==> src/rtl/adder_ctrl_if.sv <==
// Bundle between the AXI4-Lite register bank and adder_ctrl: start/clear
// strobes and operands in; busy, register-bank write port and sticky flags out.
interface adder_ctrl_if #(
  parameter int DATA_W = 32
);
  // Strobes are single-cycle pulses with no ready. The write port also has no
  // acknowledge: o_wr_en qualifies o_wr_addr/o_wr_data for exactly one cycle.
  logic              i_start;
  logic              i_sub;
  logic [DATA_W-1:0] i_op_a;
  logic [DATA_W-1:0] i_op_b;
  logic              i_clear;
  logic              o_is_busy;
  logic              o_wr_en;
  logic [7:0]        o_wr_addr;
  logic [31:0]       o_wr_data;
  logic              o_done;
  logic              o_carry;
  logic              o_ovf;
  logic              o_irq;
  logic [1:0]        o_dbg_state;

  modport master (
    output i_start, i_sub, i_op_a, i_op_b, i_clear,
    input  o_is_busy, o_wr_en, o_wr_addr, o_wr_data,
    input  o_done, o_carry, o_ovf, o_irq, o_dbg_state
  );

  modport slave (
    input  i_start, i_sub, i_op_a, i_op_b, i_clear,
    output o_is_busy, o_wr_en, o_wr_addr, o_wr_data,
    output o_done, o_carry, o_ovf, o_irq, o_dbg_state
  );
endinterface

==> src/rtl/adder_ctrl.sv <==
// Chunked add/subtract sequencer that writes RESULT then STATUS into the register
// bank. Define ADDER_CTRL_IRQ_EN to get a sticky completion interrupt on o_irq.
module adder_ctrl #(
  parameter int         DATA_W      = 32,
  parameter int         CHUNK_W     = 8,
  parameter logic [7:0] RESULT_ADDR = 8'h10,
  parameter logic [7:0] STATUS_ADDR = 8'h04
) (
  input logic         ACLK,
  input logic         ARSTn,
  adder_ctrl_if.slave bus
);

  localparam int NUM_CHUNKS = DATA_W / CHUNK_W;
  localparam int KW         = (NUM_CHUNKS > 1) ? $clog2(NUM_CHUNKS) : 1;
  localparam logic [KW-1:0] K_LAST = KW'(NUM_CHUNKS - 1);

  if (((DATA_W % CHUNK_W) != 0) || (DATA_W > 32)) begin : g_param_check
    $error("adder_ctrl: DATA_W must be a multiple of CHUNK_W and no wider than 32");
  end

  typedef enum logic [1:0] {
    S_IDLE    = 2'd0,
    S_ADD     = 2'd1,
    S_WB_RES  = 2'd2,
    S_WB_STAT = 2'd3
  } state_t;

  state_t              state_q, state_d;
  logic [DATA_W-1:0]   a_q, a_d;
  logic [DATA_W-1:0]   b_q, b_d;
  logic [DATA_W-1:0]   res_q, res_d;
  logic                cin_q, cin_d;
  logic [KW-1:0]       k_q, k_d;
  logic                done_q, done_d;
  logic                flag_carry_q, flag_carry_d;
  logic                ovf_q, ovf_d;

  logic [CHUNK_W-1:0]  a_slice;
  logic [CHUNK_W-1:0]  b_slice;
  logic [CHUNK_W:0]    slice_sum;
  logic                ovf_w;

  assign a_slice   = a_q[k_q*CHUNK_W +: CHUNK_W];
  assign b_slice   = b_q[k_q*CHUNK_W +: CHUNK_W];
  assign slice_sum = {1'b0, a_slice} + {1'b0, b_slice} + {{CHUNK_W{1'b0}}, cin_q};
  // b_q already holds ~B for subtract, so this one formula covers both ops.
  assign ovf_w     = (a_q[DATA_W-1] == b_q[DATA_W-1]) && (res_q[DATA_W-1] != a_q[DATA_W-1]);

  always_ff @(posedge ACLK or negedge ARSTn) begin
    if (!ARSTn) begin
      state_q      <= S_IDLE;
      a_q          <= '0;
      b_q          <= '0;
      res_q        <= '0;
      cin_q        <= 1'b0;
      k_q          <= '0;
      done_q       <= 1'b0;
      flag_carry_q <= 1'b0;
      ovf_q        <= 1'b0;
    end else begin
      state_q      <= state_d;
      a_q          <= a_d;
      b_q          <= b_d;
      res_q        <= res_d;
      cin_q        <= cin_d;
      k_q          <= k_d;
      done_q       <= done_d;
      flag_carry_q <= flag_carry_d;
      ovf_q        <= ovf_d;
    end
  end

  always_comb begin
    state_d      = state_q;
    a_d          = a_q;
    b_d          = b_q;
    res_d        = res_q;
    cin_d        = cin_q;
    k_d          = k_q;
    done_d       = done_q;
    flag_carry_d = flag_carry_q;
    ovf_d        = ovf_q;

    case (state_q)
      S_IDLE: begin
        if (bus.i_start) begin
          a_d     = DATA_W'(bus.i_op_a);
          b_d     = bus.i_sub ? ~DATA_W'(bus.i_op_b) : DATA_W'(bus.i_op_b);
          cin_d   = bus.i_sub;
          res_d   = '0;
          k_d     = '0;
          state_d = S_ADD;
        end
      end
      S_ADD: begin
        res_d[k_q*CHUNK_W +: CHUNK_W] = slice_sum[CHUNK_W-1:0];
        cin_d = slice_sum[CHUNK_W];
        k_d   = k_q + 1'b1;
        if (k_q == K_LAST) begin
          state_d = S_WB_RES;
        end
      end
      S_WB_RES: begin
        state_d = S_WB_STAT;
      end
      S_WB_STAT: begin
        state_d = S_IDLE;
      end
      default: begin
        state_d = S_IDLE;
      end
    endcase

    // Clear first so that a completion in the same cycle overrides it.
    if (bus.i_clear) begin
      done_d       = 1'b0;
      flag_carry_d = 1'b0;
      ovf_d        = 1'b0;
    end
    if (state_q == S_WB_STAT) begin
      done_d       = 1'b1;
      flag_carry_d = cin_q;
      ovf_d        = ovf_w;
    end
  end

  always_comb begin
    bus.o_is_busy = (state_q != S_IDLE);
    bus.o_wr_en   = 1'b0;
    bus.o_wr_addr = 8'h00;
    bus.o_wr_data = 32'h0;
    case (state_q)
      S_WB_RES: begin
        bus.o_wr_en   = 1'b1;
        bus.o_wr_addr = RESULT_ADDR;
        bus.o_wr_data = 32'(res_q);
      end
      S_WB_STAT: begin
        bus.o_wr_en   = 1'b1;
        bus.o_wr_addr = STATUS_ADDR;
        bus.o_wr_data = {29'b0, ovf_w, cin_q, 1'b1};
      end
      default: begin
        bus.o_wr_en   = 1'b0;
      end
    endcase
  end

  assign bus.o_done      = done_q;
  assign bus.o_carry     = flag_carry_q;
  assign bus.o_ovf       = ovf_q;
  assign bus.o_dbg_state = state_q;

`ifdef ADDER_CTRL_IRQ_EN
  logic irq_q, irq_d;

  always_comb begin
    irq_d = irq_q;
    if (bus.i_clear) begin
      irq_d = 1'b0;
    end
    if (state_q == S_WB_STAT) begin
      irq_d = 1'b1;
    end
  end

  always_ff @(posedge ACLK or negedge ARSTn) begin
    if (!ARSTn) begin
      irq_q <= 1'b0;
    end else begin
      irq_q <= irq_d;
    end
  end

  assign bus.o_irq = irq_q;
`else
  assign bus.o_irq = 1'b0;
`endif

endmodule

==> src/flat_wrapper.sv <==
// flat-port wrapper written by rule: the top's interface ports become plain ports
module adder_ctrl_flat 
#(
  parameter int         DATA_W      = 32,
  parameter int         CHUNK_W     = 8,
  parameter logic [7:0] RESULT_ADDR = 8'h10,
  parameter logic [7:0] STATUS_ADDR = 8'h04
)
  (ACLK, ARSTn, bus_i_start, bus_i_sub, bus_i_op_a, bus_i_op_b, bus_i_clear, bus_o_is_busy, bus_o_wr_en, bus_o_wr_addr, bus_o_wr_data, bus_o_done, bus_o_carry, bus_o_ovf, bus_o_irq, bus_o_dbg_state);
  adder_ctrl_if #(.DATA_W(DATA_W)) bus_i ();
  input logic ACLK;
  input logic ARSTn;
  input wire logic [$bits(bus_i.i_start)-1:0] bus_i_start;
  input wire logic [$bits(bus_i.i_sub)-1:0] bus_i_sub;
  input wire logic [$bits(bus_i.i_op_a)-1:0] bus_i_op_a;
  input wire logic [$bits(bus_i.i_op_b)-1:0] bus_i_op_b;
  input wire logic [$bits(bus_i.i_clear)-1:0] bus_i_clear;
  output wire logic [$bits(bus_i.o_is_busy)-1:0] bus_o_is_busy;
  output wire logic [$bits(bus_i.o_wr_en)-1:0] bus_o_wr_en;
  output wire logic [$bits(bus_i.o_wr_addr)-1:0] bus_o_wr_addr;
  output wire logic [$bits(bus_i.o_wr_data)-1:0] bus_o_wr_data;
  output wire logic [$bits(bus_i.o_done)-1:0] bus_o_done;
  output wire logic [$bits(bus_i.o_carry)-1:0] bus_o_carry;
  output wire logic [$bits(bus_i.o_ovf)-1:0] bus_o_ovf;
  output wire logic [$bits(bus_i.o_irq)-1:0] bus_o_irq;
  output wire logic [$bits(bus_i.o_dbg_state)-1:0] bus_o_dbg_state;
  assign bus_i.i_start = bus_i_start;
  assign bus_i.i_sub = bus_i_sub;
  assign bus_i.i_op_a = bus_i_op_a;
  assign bus_i.i_op_b = bus_i_op_b;
  assign bus_i.i_clear = bus_i_clear;
  assign bus_o_is_busy = bus_i.o_is_busy;
  assign bus_o_wr_en = bus_i.o_wr_en;
  assign bus_o_wr_addr = bus_i.o_wr_addr;
  assign bus_o_wr_data = bus_i.o_wr_data;
  assign bus_o_done = bus_i.o_done;
  assign bus_o_carry = bus_i.o_carry;
  assign bus_o_ovf = bus_i.o_ovf;
  assign bus_o_irq = bus_i.o_irq;
  assign bus_o_dbg_state = bus_i.o_dbg_state;
  adder_ctrl #(.DATA_W(DATA_W), .CHUNK_W(CHUNK_W), .RESULT_ADDR(RESULT_ADDR), .STATUS_ADDR(STATUS_ADDR)) u_core (.ACLK(ACLK), .ARSTn(ARSTn), .bus(bus_i));
endmodule
==> config.mk <==
export PLATFORM = sky130hd
export DESIGN_NAME = adder_ctrl_flat
export DESIGN_NICKNAME = d
export VERILOG_FILES = /design/src/rtl/adder_ctrl_if.sv /design/src/rtl/adder_ctrl.sv /design/src/flat_wrapper.sv
export SDC_FILE = /design/constraint.sdc
export NUM_CORES = 1
export LEC_CHECK = 0
export CORE_MARGIN = 8
export CORE_UTILIZATION = 51
export CTS_CLUSTER_DIAMETER = 80
export DETAILED_ROUTE_END_ITERATION = 12
export GPL_ROUTABILITY_DRIVEN = 0
export HOLD_SLACK_MARGIN = 0.05
export PLACE_DENSITY_LB_ADDON = 0.08
export SLEW_MARGIN = 30
export SYNTH_ARGS = -nofsm -noshare
export SYNTH_HDL_FRONTEND = slang
export SYNTH_SLANG_ARGS = --single-unit
==> constraint.sdc <==
create_clock -name ACLK -period 3.3 [get_ports ACLK]
set_input_delay 0.33 -clock ACLK [delete_from_list [all_inputs] [get_ports ACLK]]
set_output_delay 0.33 -clock ACLK [all_outputs]
set_load 0.1 [all_outputs]
==> flow_metrics.env, run 1 <==
export IMPL_rows=37
export IMPL_die_y_um=117.9
export IMPL_die_w_um=117.9
export IMPL_finalHoldViolCount=0
export IMPL_async_flop_share_pct=100.0
export IMPL_crit_path_max_fanout=8
export IMPL_htree_levels=3
export IMPL_cts_tree="built"
export IMPL_synthDistinctLibCells=46
export IMPL_hold_class="flip-flop to flip-flop"
export IMPL_wl_um=11680
export IMPL_synth_top_area_share_pct=49.14
export IMPL_cts_path_max_buffers=2
export IMPL_routed_via_density=5.348
export IMPL_fillCellCount=875
export IMPL_irDropWorstVdd_v=0.0007237
export IMPL_ant_nets=0
export IMPL_antenna_found_initial=0
export IMPL_drive_gt1_share_pct=21.00
export IMPL_arrival_ps=3130
export IMPL_setup_tns_ps=0
export IMPL_register_area_um2=2603
export IMPL_yosys_warnings=0
export IMPL_synth_simple_area_share_pct=10.02
export IMPL_place_inst=683
export IMPL_p_leak_nw=2.939
export IMPL_die_area_um2=13900
export IMPL_cp_slowest_stage_delay_ps=550
export IMPL_final_cell_mix="dfrtp_1 (104), clkdlybuf4s50_1 (71), nand2_1 (49), o21ai_0 (44), buf_4 (43)"
export IMPL_syn_inst=458
export IMPL_io_pins=117
export IMPL_grt_max_degree=59
export IMPL_end_kind="flip-flop"
export IMPL_grt_first_pass_wirelength_um=19870
export IMPL_synthFlopType="dfrtp_1"
export IMPL_synthMuxAreaShare_pct=13.61
export IMPL_fmax_mhz=353.4
export IMPL_first_pass_iters=4
export IMPL_cts_resized=0
export IMPL_wl_per_cell_um=16.73
export IMPL_cts_sinks=104
export IMPL_avgSynthCellArea_um2=11.56
export IMPL_finalCritPeriodShare_pct=85.75
export IMPL_ctsHoldBuffers=1
export IMPL_clkLatencyLatePin_ps=360
export IMPL_crit_type="flip-flop to flip-flop"
export IMPL_slew_headroom_pct=35.35
export IMPL_rsz0062_at_grt="false"
export IMPL_cp_required_ps=3600
export IMPL_postCtsSetupBuffers=0
export IMPL_track_usage_pct=17.41
export IMPL_io_buffers=109
export IMPL_core_um2=10180
export IMPL_initial_core_util_pct=52.00
export IMPL_path_clk_slew_ps=100
export IMPL_cts_root_buf="clkbuf_8"
export IMPL_drv_cap=0
export IMPL_final_common_cell="dfrtp_1"
export IMPL_antennaDiodeCount=0
export IMPL_fin_total_pwr_mw=6.972
export IMPL_area_delta_synth_final_pct=24.33
export IMPL_synth_edf_count=0
export IMPL_pwr_density_cell_nw_per_um2=1059
export IMPL_first_global_vias=3989
export IMPL_drc_errors=0
export IMPL_synth_seq_cells=104
export IMPL_gr_total_overflow=0
export IMPL_r2r_setup_slack_ps=470
export IMPL_stdcell_count=698
export IMPL_layout_nets=645
export IMPL_tightest_slew_ps=966.7
export IMPL_yosys_area_share_xor_xnor_pct=5.788
export IMPL_synth_area_um2=5296
export IMPL_cp_start_kind="flip-flop"
export IMPL_finalMaxSlewViolations=0
export IMPL_crit_path_top_delay_cell="mux4_2"
export IMPL_via_count=3733
export IMPL_synth_top_cell_by_area="dfrtp_1"
export IMPL_dp_hpwl_um=9028
export IMPL_finalClockSkew_ps=10.30
export IMPL_layout_min_cycle_time_ps=2830
export IMPL_synth_top_family_by_area="multiplexers"
export IMPL_ys_seq_area_share_pct=49.14
export IMPL_path_cells="buf_4 > mux4_2 > ha_1 > o211ai_1 > o21ai_1 > o31ai_1 > a41oi_1 > a22o_1"
export IMPL_yosys_top_cells_area="dfrtp_1 (49%), mux2_2 (6.8%), mux4_2 (6.8%), xnor2_1 (5.6%), a22o_1 (4.5%)"
export IMPL_initialDrtViolationCount=203
export IMPL_setup_viol=0
export IMPL_numCtsBuffers=9
export IMPL_status="finished clean"
export IMPL_multi_input_area_um2=2487
export IMPL_synth_compound_area_share_pct=12.57
export IMPL_synthAdderAreaFrac_pct=4.300
==> sequential cells by signal, indices dropped and copies added, names as in the netlist <==
signal / flops
u_core.res_q: 32
u_core.b_q: 32
u_core.a_q: 32
u_core.bus.o_ovf: 1
u_core.k_q: 2
u_core.bus.o_dbg_state: 2
u_core.bus.o_done: 1
u_core.cin_q: 1
u_core.bus.o_carry: 1
==> cell usage after synthesis (3+ instances only) <==
library cell,n
buf_2,11
clkbuf_1,11
buf_4,8
a22o_1,27
inv_1,13
dfrtp_1,104
nor2_1,9
a21o_1,4
xnor2_1,34
mux2_2,32
mux4_2,16
nand3_1,3
ha_1,15
nand2_1,50
o21ai_0,44
and2_1,29
buf_6,3
o21ai_1,9
a21oi_1,3
==> power by group <==
| group | switching, mW | internal [mW] |
|---|---|---|
| clock | 0.425 | 0.420 |
| sequential | 0.311 | 1.77 |
| combinational | 2.51 | 1.53 |
| total | 3.25 | 3.72 |
==> kinds of logic (layout without fill, tap and decap cells) <==
group	after synthesis	count (layout)
and+or+nand+nor	106	106
DFF	104	104
AOI/OAI and AO/OA	101	101
muxes	48	48
buffers and inverters	46	144
xor gates and xnor gates	35	35
adders and majority gates	17	17
other	1	7
==> final timing paths <==
kind / start / cells past startpoint / end
max: u_core.k_q[0] / 8 / u_core.res_q[7]
min: u_core.b_q[16] / 2 / u_core.b_q[16]
max reg2reg: u_core.k_q[0] / 8 / u_core.res_q[7]
min reg2reg: u_core.b_q[16] / 2 / u_core.b_q[16]
max in group asynchronous: ARSTn / 3 / u_core.cin_q
min in group asynchronous: ARSTn / 2 / u_core.bus.o_done
==> cell type report <==
cell class	instances	area share [%]
Inverter	13	0.7410
Multi-Input combinational cell	314	37.77
Clock buffer	9	1.881
Sequential cell	104	39.52
Clock inverter	5	1.273
Timing Repair Buffer	117	16.23
Tap cell	136	2.584
==> worst max-delay path: cells and delay by family (launching register included) <==
family	cells	cell delay (ps)
buffers and inverters	1	250
muxes	1	550
DFF	1	460
AOI/OAI and AO/OA	5	1130
adders and majority gates	1	370
==> routing by layer <==
layer / GRT usage (%) / part of all wire [%]
met1: 21.14 / 43
met2: 29.94 / 50
met3: 4.221 / 5.6
met4: 5.284 / 1.3
met5: 0 / 0
==> metrics by stage <==
step | util [%] | setup WS [ps] | cell area, um^2 | hold WS, ps
after floorplan | - | 221.3 | 5321 | 34.41
after global placement | 62.52 | 554.3 | 6367 | 373.6
after detailed placement | 62.52 | 504.2 | 6367 | 367.4
after CTS | 64.66 | 461.8 | 6585 | 488.0
after global routing | 64.66 | 268.0 | 6585 | 510.3
final | 64.66 | 470.4 | 6585 | 483.5
(Power assumes the default switching activity.)
==> run 2, diff against run 1 <==
--- a/config.mk
+++ b/config.mk
@@ -6,8 +6,9 @@
 export NUM_CORES = 1
 export LEC_CHECK = 0
 export CORE_MARGIN = 8
-export CORE_UTILIZATION = 51
+export CORE_UTILIZATION = 46
 export CTS_CLUSTER_DIAMETER = 80
+export CTS_CLUSTER_SIZE = 25
 export DETAILED_ROUTE_END_ITERATION = 12
 export GPL_ROUTABILITY_DRIVEN = 0
 export HOLD_SLACK_MARGIN = 0.05
==> constraint.sdc (replaced) <==
create_clock -name ACLK -period 2.6 [get_ports ACLK]
set_input_delay 0.26 -clock ACLK [delete_from_list [all_inputs] [get_ports ACLK]]
set_output_delay 0.26 -clock ACLK [all_outputs]
set_load 0.1 [all_outputs]
==> run 2 against run 1 <==
Against the previous run: the flow now finishes with violations (negative setup slack); combinational power grew 60%; clock skew barely moved; global-route usage down 0.70 points; flip-flop and latch count is the same; setup slack worse by 610 ps; die area increased by 9.4%; via count increased by 1.8%; non-clock buffer count increased by 18; fmax rose by 3.3%; cell count increased by 3.9%; final area grew 8.8%.
==> flow_metrics.env, run 2 (synthesized netlist as in run 1, its figures left out) <==
export IMPL_cts_root_buf="clkbuf_16"
export IMPL_layout_nets=663
export IMPL_first_global_vias=3935
export IMPL_reg_top3="u_core.a_q (32), u_core.b_q (32), u_core.res_q (32)"
export IMPL_wl_um=12730
export IMPL_end_kind="flip-flop"
export IMPL_core_um2=11320
export IMPL_cp_start_kind="flip-flop"
export IMPL_setup_slack_ps=-140.1
export IMPL_area_delta_synth_final_pct=35.22
export IMPL_tightest_slew_ps=864.2
export IMPL_initial_core_util_pct=46.78
export IMPL_clkLatencyLatePin_ps=340
export IMPL_final_cell_mix="dfrtp_1 (102), clkdlybuf4s50_1 (66), buf_4 (49), nand2_1 (48), o21ai_0 (42)"
export IMPL_hold_class="primary input to asynchronous set/reset pin"
export IMPL_status="finished, violations left"
export IMPL_die_area_um2=15200
export IMPL_setup_viol=14
export IMPL_arrival_ps=3010
export IMPL_slew_headroom_pct=42.39
export IMPL_grt_max_degree=97
export IMPL_fmax_mhz=364.9
export IMPL_wl_per_cell_um=17.56
export IMPL_post_dp_cell_area_um2=6674
export IMPL_io_buffers=109
export IMPL_crit_path_max_fanout=5
export IMPL_final_common_cell="dfrtp_1"
export IMPL_die_w_um=123.3
export IMPL_track_usage_pct=16.70
export IMPL_ant_nets=0
export IMPL_cts_path_max_buffers=2
export IMPL_htree_levels=3
export IMPL_grt_first_pass_wirelength_um=20060
export IMPL_r2r_setup_slack_ps=-140
export IMPL_rows=39
export IMPL_drc_errors=0
export IMPL_finalCritPeriodShare_pct=105.4
export IMPL_crit_type="flip-flop to flip-flop"
export IMPL_via_count=3801
export IMPL_finalHoldViolCount=0
export IMPL_path_clk_slew_ps=70
export IMPL_violations="negative setup slack"
export IMPL_antenna_found_initial=0
export IMPL_whs_ps=478.0
export IMPL_dp_hpwl_um=9628
export IMPL_numCtsBuffers=9
export IMPL_cts_sinks=104
export IMPL_pwr_density_cell_nw_per_um2=1464
export IMPL_reg2reg_depth=10
export IMPL_fillCellCount=931
export IMPL_p_leak_nw=3.149
export IMPL_finalClockSkew_ps=10.14
export IMPL_drv_cap=0
export IMPL_drive_gt1_share_pct=33.33
export IMPL_irDropWorstVdd_v=0.0007517
export IMPL_gr_total_overflow=0
export IMPL_die_y_um=123.3
export IMPL_antennaDiodeCount=0
export IMPL_routed_via_density=5.243
export IMPL_initialDrtViolationCount=140
export IMPL_cts_tree="built"
export IMPL_layout_min_cycle_time_ps=2740
export IMPL_final_area_um2=7162
export IMPL_io_pins=117
export IMPL_rsz0062_at_grt="true"
export IMPL_cp_required_ps=2870
export IMPL_finalMaxSlewViolations=0
export IMPL_first_pass_iters=4
run 2: cell types whose count changed in the layout (fill, tap and decap cells not counted), moves of 4 or more:
cell / before / now
buf_4: 43 / 49
clkdlybuf4s50_1: 71 / 66
ha_4: 0 / 4
clkbuf_16: 0 / 9
and2_2: 0 / 29
clkbuf_8: 9 / 1
ha_1: 14 / 9
and2_1: 29 / 0
buf_12: 1 / 16
run 2: through the flow:
| stage | TNS [ps] | power (mW) | setup WS [ps] | utilization (%) | std cells |
|---|---|---|---|---|---|
| floorplan | -184.5 | 6.553 | -39.10 | - | 464 |
| CTS | -687.5 | 9.833 | -75.15 | 62.02 | 718 |
| global placement | -513.6 | 8.071 | -95.63 | 58.95 | 700 |
| finish | -1050 | 10.49 | -140.1 | 63.26 | 725 |
| detailed placement | -1457 | 8.240 | -167.7 | 58.95 | 700 |
| global route | -2614 | 11.07 | -205.7 | 63.26 | 725 |
run 2: cell type report:
type,count,area [um^2],area share [%]
timing repair buffer,135,1386,19.36
sequential,104,2605,36.37
multi-input combinational,314,2659,37.12
inverter,13,48.80,0.6813
tap,143,178.9,2.498
clock inverter,5,41.29,0.5765
clock buffer,11,242.7,3.389
run 2: critical path, cell delays in order (launching register included):
cell and delay [ps]:
dfrtp_2 470, mux4_2 550, fa_2 380, inv_2 80, fa_2 220, nor2b_2 50
o31a_1 350, buf_4 180, a21oi_2 120, buf_6 130, a22o_1 130
run 2: worst paths after layout:
| check | endpoint | from |
|---|---|---|
| worst max register to register | u_core.res_q[4] | u_core.k_q[0] |
| worst max-delay path | u_core.res_q[4] | u_core.k_q[0] |
| worst min register to register | u_core.b_q[26] | u_core.b_q[26] |
| min in group ACLK | u_core.b_q[26] | u_core.b_q[26] |
| worst min-delay path | u_core.res_q[25] | ARSTn |
| max in group asynchronous | u_core.k_q[0] | ARSTn |
run 2: layer usage:
metal  share of wire (%)  up-vias  GRT usage (%)  wire length [um]
met1                  43     1851          21.06              5442
met2                  51      103          28.76              6470
li1                    -     1830              -                 -
met3                 4.9       17          2.968               620
met5                   0        -              0                 0
met4                 1.5        0          4.966               197
run 2: timing repair:
action / in CTS / in global routing
buffers inserted: 1 / 7
gates cloned: 0 / 0
hold buffers: 1 / 0
hold endpoints to repair: 47 / 0
endpoints found under the setup margin: 17 / 17
resized for setup: 7 / 16
pin swaps: 8 / 12
run 2: power by group:
part	switching [mW]	leakage, nW	internal [mW]
combinational	3.66	1.70	2.83
sequential	0.466	1.32	2.26
clock	0.591	0.132	0.683
total	4.72	3.15	5.77
==> run 3, diff against run 2 <==
--- a/config.mk
+++ b/config.mk
@@ -6,7 +6,8 @@
 export NUM_CORES = 1
 export LEC_CHECK = 0
 export CORE_MARGIN = 8
-export CORE_UTILIZATION = 46
+export CORE_UTILIZATION = 47
+export CTS_BUF_LIST = sky130_fd_sc_hd__clkbuf_2 sky130_fd_sc_hd__clkbuf_4 sky130_fd_sc_hd__clkbuf_8
 export CTS_CLUSTER_DIAMETER = 80
 export CTS_CLUSTER_SIZE = 25
 export DETAILED_ROUTE_END_ITERATION = 12
==> constraint.sdc (replaced) <==
create_clock -name ACLK -period 2.5 [get_ports ACLK]
set_input_delay 0.25 -clock ACLK [delete_from_list [all_inputs] [get_ports ACLK]]
set_output_delay 0.25 -clock ACLK [all_outputs]
set_load 0.1 [all_outputs]
==> run 3 against run 2 <==
Against the previous run: the run still ends with negative setup slack left; cell count up 0.41%; setup slack improved by 14 ps; sequential power grew 3%; count of clock-buffer cells in the layout shrank 2; final area is 3.4% lower; wire length down 2.4%; fmax rose by 4.4%; highest routed layer unchanged.
==> flow_metrics.env, run 3 (synthesized netlist as in run 1, its figures left out) <==
export IMPL_status="finished, violations left"
export IMPL_violations="negative setup slack"
export IMPL_die_w_um=122.2
export IMPL_end_kind="flip-flop"
export IMPL_via_count=3797
export IMPL_finalHoldViolCount=0
export IMPL_rows=38
export IMPL_wl_um=12420
export IMPL_arrival_ps=2870
export IMPL_critPathLaunch="u_core.k_q[0]"
export IMPL_initialDrtViolationCount=216
export IMPL_multi_input_area_um2=2590
export IMPL_finalCritPeriodShare_pct=105.0
export IMPL_first_global_vias=4028
export IMPL_cts_sinks=104
export IMPL_routed_via_density=5.216
export IMPL_crit_type="flip-flop to flip-flop"
export IMPL_drv_cap=0
export IMPL_dp_hpwl_um=9778
export IMPL_cp_required_ps=2750
export IMPL_slew_headroom_pct=49.03
export IMPL_clkLatencyLatePin_ps=360
export IMPL_layout_nets=669
export IMPL_finalMaxSlewViolations=0
export IMPL_final_area_um2=6919
export IMPL_antennaDiodeCount=0
export IMPL_fmax_mhz=380.9
export IMPL_crit_path_max_fanout=5
export IMPL_finalClockSkew_ps=13.32
export IMPL_antenna_found_initial=0
export IMPL_post_dp_cell_area_um2=6578
export IMPL_cts_path_max_buffers=2
export IMPL_hold_class="primary input to asynchronous set/reset pin"
export IMPL_crit_reg2reg_launch="u_core.k_q[0]"
export IMPL_grt_max_degree=97
export IMPL_pwr_density_cell_nw_per_um2=1509
export IMPL_gr_total_overflow=0
export IMPL_cts_root_buf="clkbuf_8"
export IMPL_setup_viol=13
export IMPL_initial_core_util_pct=48.43
export IMPL_irDropWorstVdd_v=0.0007012
export IMPL_reg_top3="u_core.a_q (32), u_core.b_q (32), u_core.res_q (32)"
export IMPL_core_um2=10940
export IMPL_place_inst=707
export IMPL_cp_start_kind="flip-flop"
export IMPL_fin_total_pwr_mw=10.44
export IMPL_numCtsBuffers=9
export IMPL_final_cell_mix="dfrtp_1 (102), buf_4 (71), clkdlybuf4s50_1 (66), nand2_1 (48), o21ai_0 (43)"
export IMPL_stdcell_count=728
export IMPL_die_area_um2=14920
export IMPL_path_clk_slew_ps=100
export IMPL_tightest_slew_ps=759.5
export IMPL_wl_per_cell_um=17.06
export IMPL_drive_gt1_share_pct=33.16
export IMPL_timing_rr_end="u_core.cin_q"
export IMPL_io_pins=117
export IMPL_rsz0062_at_grt="true"
export IMPL_final_common_cell="dfrtp_1"
export IMPL_fillCellCount=904
export IMPL_ant_nets=0
export IMPL_setup_slack_ps=-125.7
export IMPL_io_buffers=109
export IMPL_drc_errors=0
export IMPL_area_delta_synth_final_pct=30.64
export IMPL_cts_tree="built"
export IMPL_p_leak_nw=3.125
export IMPL_die_y_um=122.2
export IMPL_track_usage_pct=17.19
export IMPL_register_area_um2=2605
export IMPL_r2r_setup_slack_ps=-130
export IMPL_post_route_util_pct=63.27
export IMPL_reg2reg_depth=10
export IMPL_whs_ps=449.3
export IMPL_htree_levels=3
export IMPL_grt_first_pass_wirelength_um=20660
export IMPL_layout_min_cycle_time_ps=2626
export IMPL_first_pass_iters=5
run 3: cell count changes in the layout (fill, tap and decap cells not counted), sizes merged:
cell	previous run	this run
buf	68	74
inv	14	15
clkbuf	11	9
bufinv	0	3
clkinvlp	2	0
run 3: worst max-delay path by stage:
stage	endpoint	slack, ps	depth (start not counted)
3_3_place_gp	u_core.res_q[14]	-100	10
4_1_cts	u_core.res_q[6]	-140	10
3_5_place_dp	u_core.res_q[22]	-200	10
5_1_grt	u_core.res_q[14]	-250	10
6_report	u_core.cin_q	-130	10
2_1_floorplan	u_core.res_q[14]	-140	10
run 3: power by group:
part	leakage [nW]	internal [mW]	switching, mW	total, mW
Combinational	1.68	2.79	3.58	6.37
Sequential	1.32	2.34	0.460	2.80
Clock	0.126	0.679	0.584	1.26
run 3: critical path, cell delays in order, from the launching register on:
cell and delay, ps:
dfrtp_2 440, mux4_2 530, fa_2 380, inv_2 70, fa_2 210, nor2b_2 50, o31a_1 310, buf_4 160
nor3_2 90, o21ai_1 80, a22o_1 190
run 3: layout make-up:
type	instances	area share (%)
clock buffers	9	1.790
inverters	13	0.7052
clock inverters	7	1.844
well taps	140	2.532
flip-flops and latches	104	37.65
repair buffers	141	18.05
multi-input cells	314	37.43
run 3: per-stage QoR:
| step | TNS [ps] | setup WS, ps |
|---|---|---|
| 6_report | -995.2 | -125.7 |
| 3_3_place_gp | -805.5 | -96.56 |
| 3_5_place_dp | -2188 | -198.1 |
| 4_1_cts | -1159 | -140.2 |
| 2_1_floorplan | -1110 | -139.1 |
| 5_1_grt | -2512 | -251.3 |
run 3: layer usage:
metal	vias up	part of all wire, %	GRT usage, %
met5	-	0	0
met4	0	1.3	5.179
met3	16	5.8	3.609
met2	108	50	28.94
met1	1830	43	21.85
li1	1843	-	-
run 3: what timing repair did:
item,in CTS,in global routing
hold buffers,1,0
setup buffers,3,3
pin swaps,8,6
resized for setup,6,6
endpoints found under the setup margin,17,18
endpoints found under the hold margin,52,0
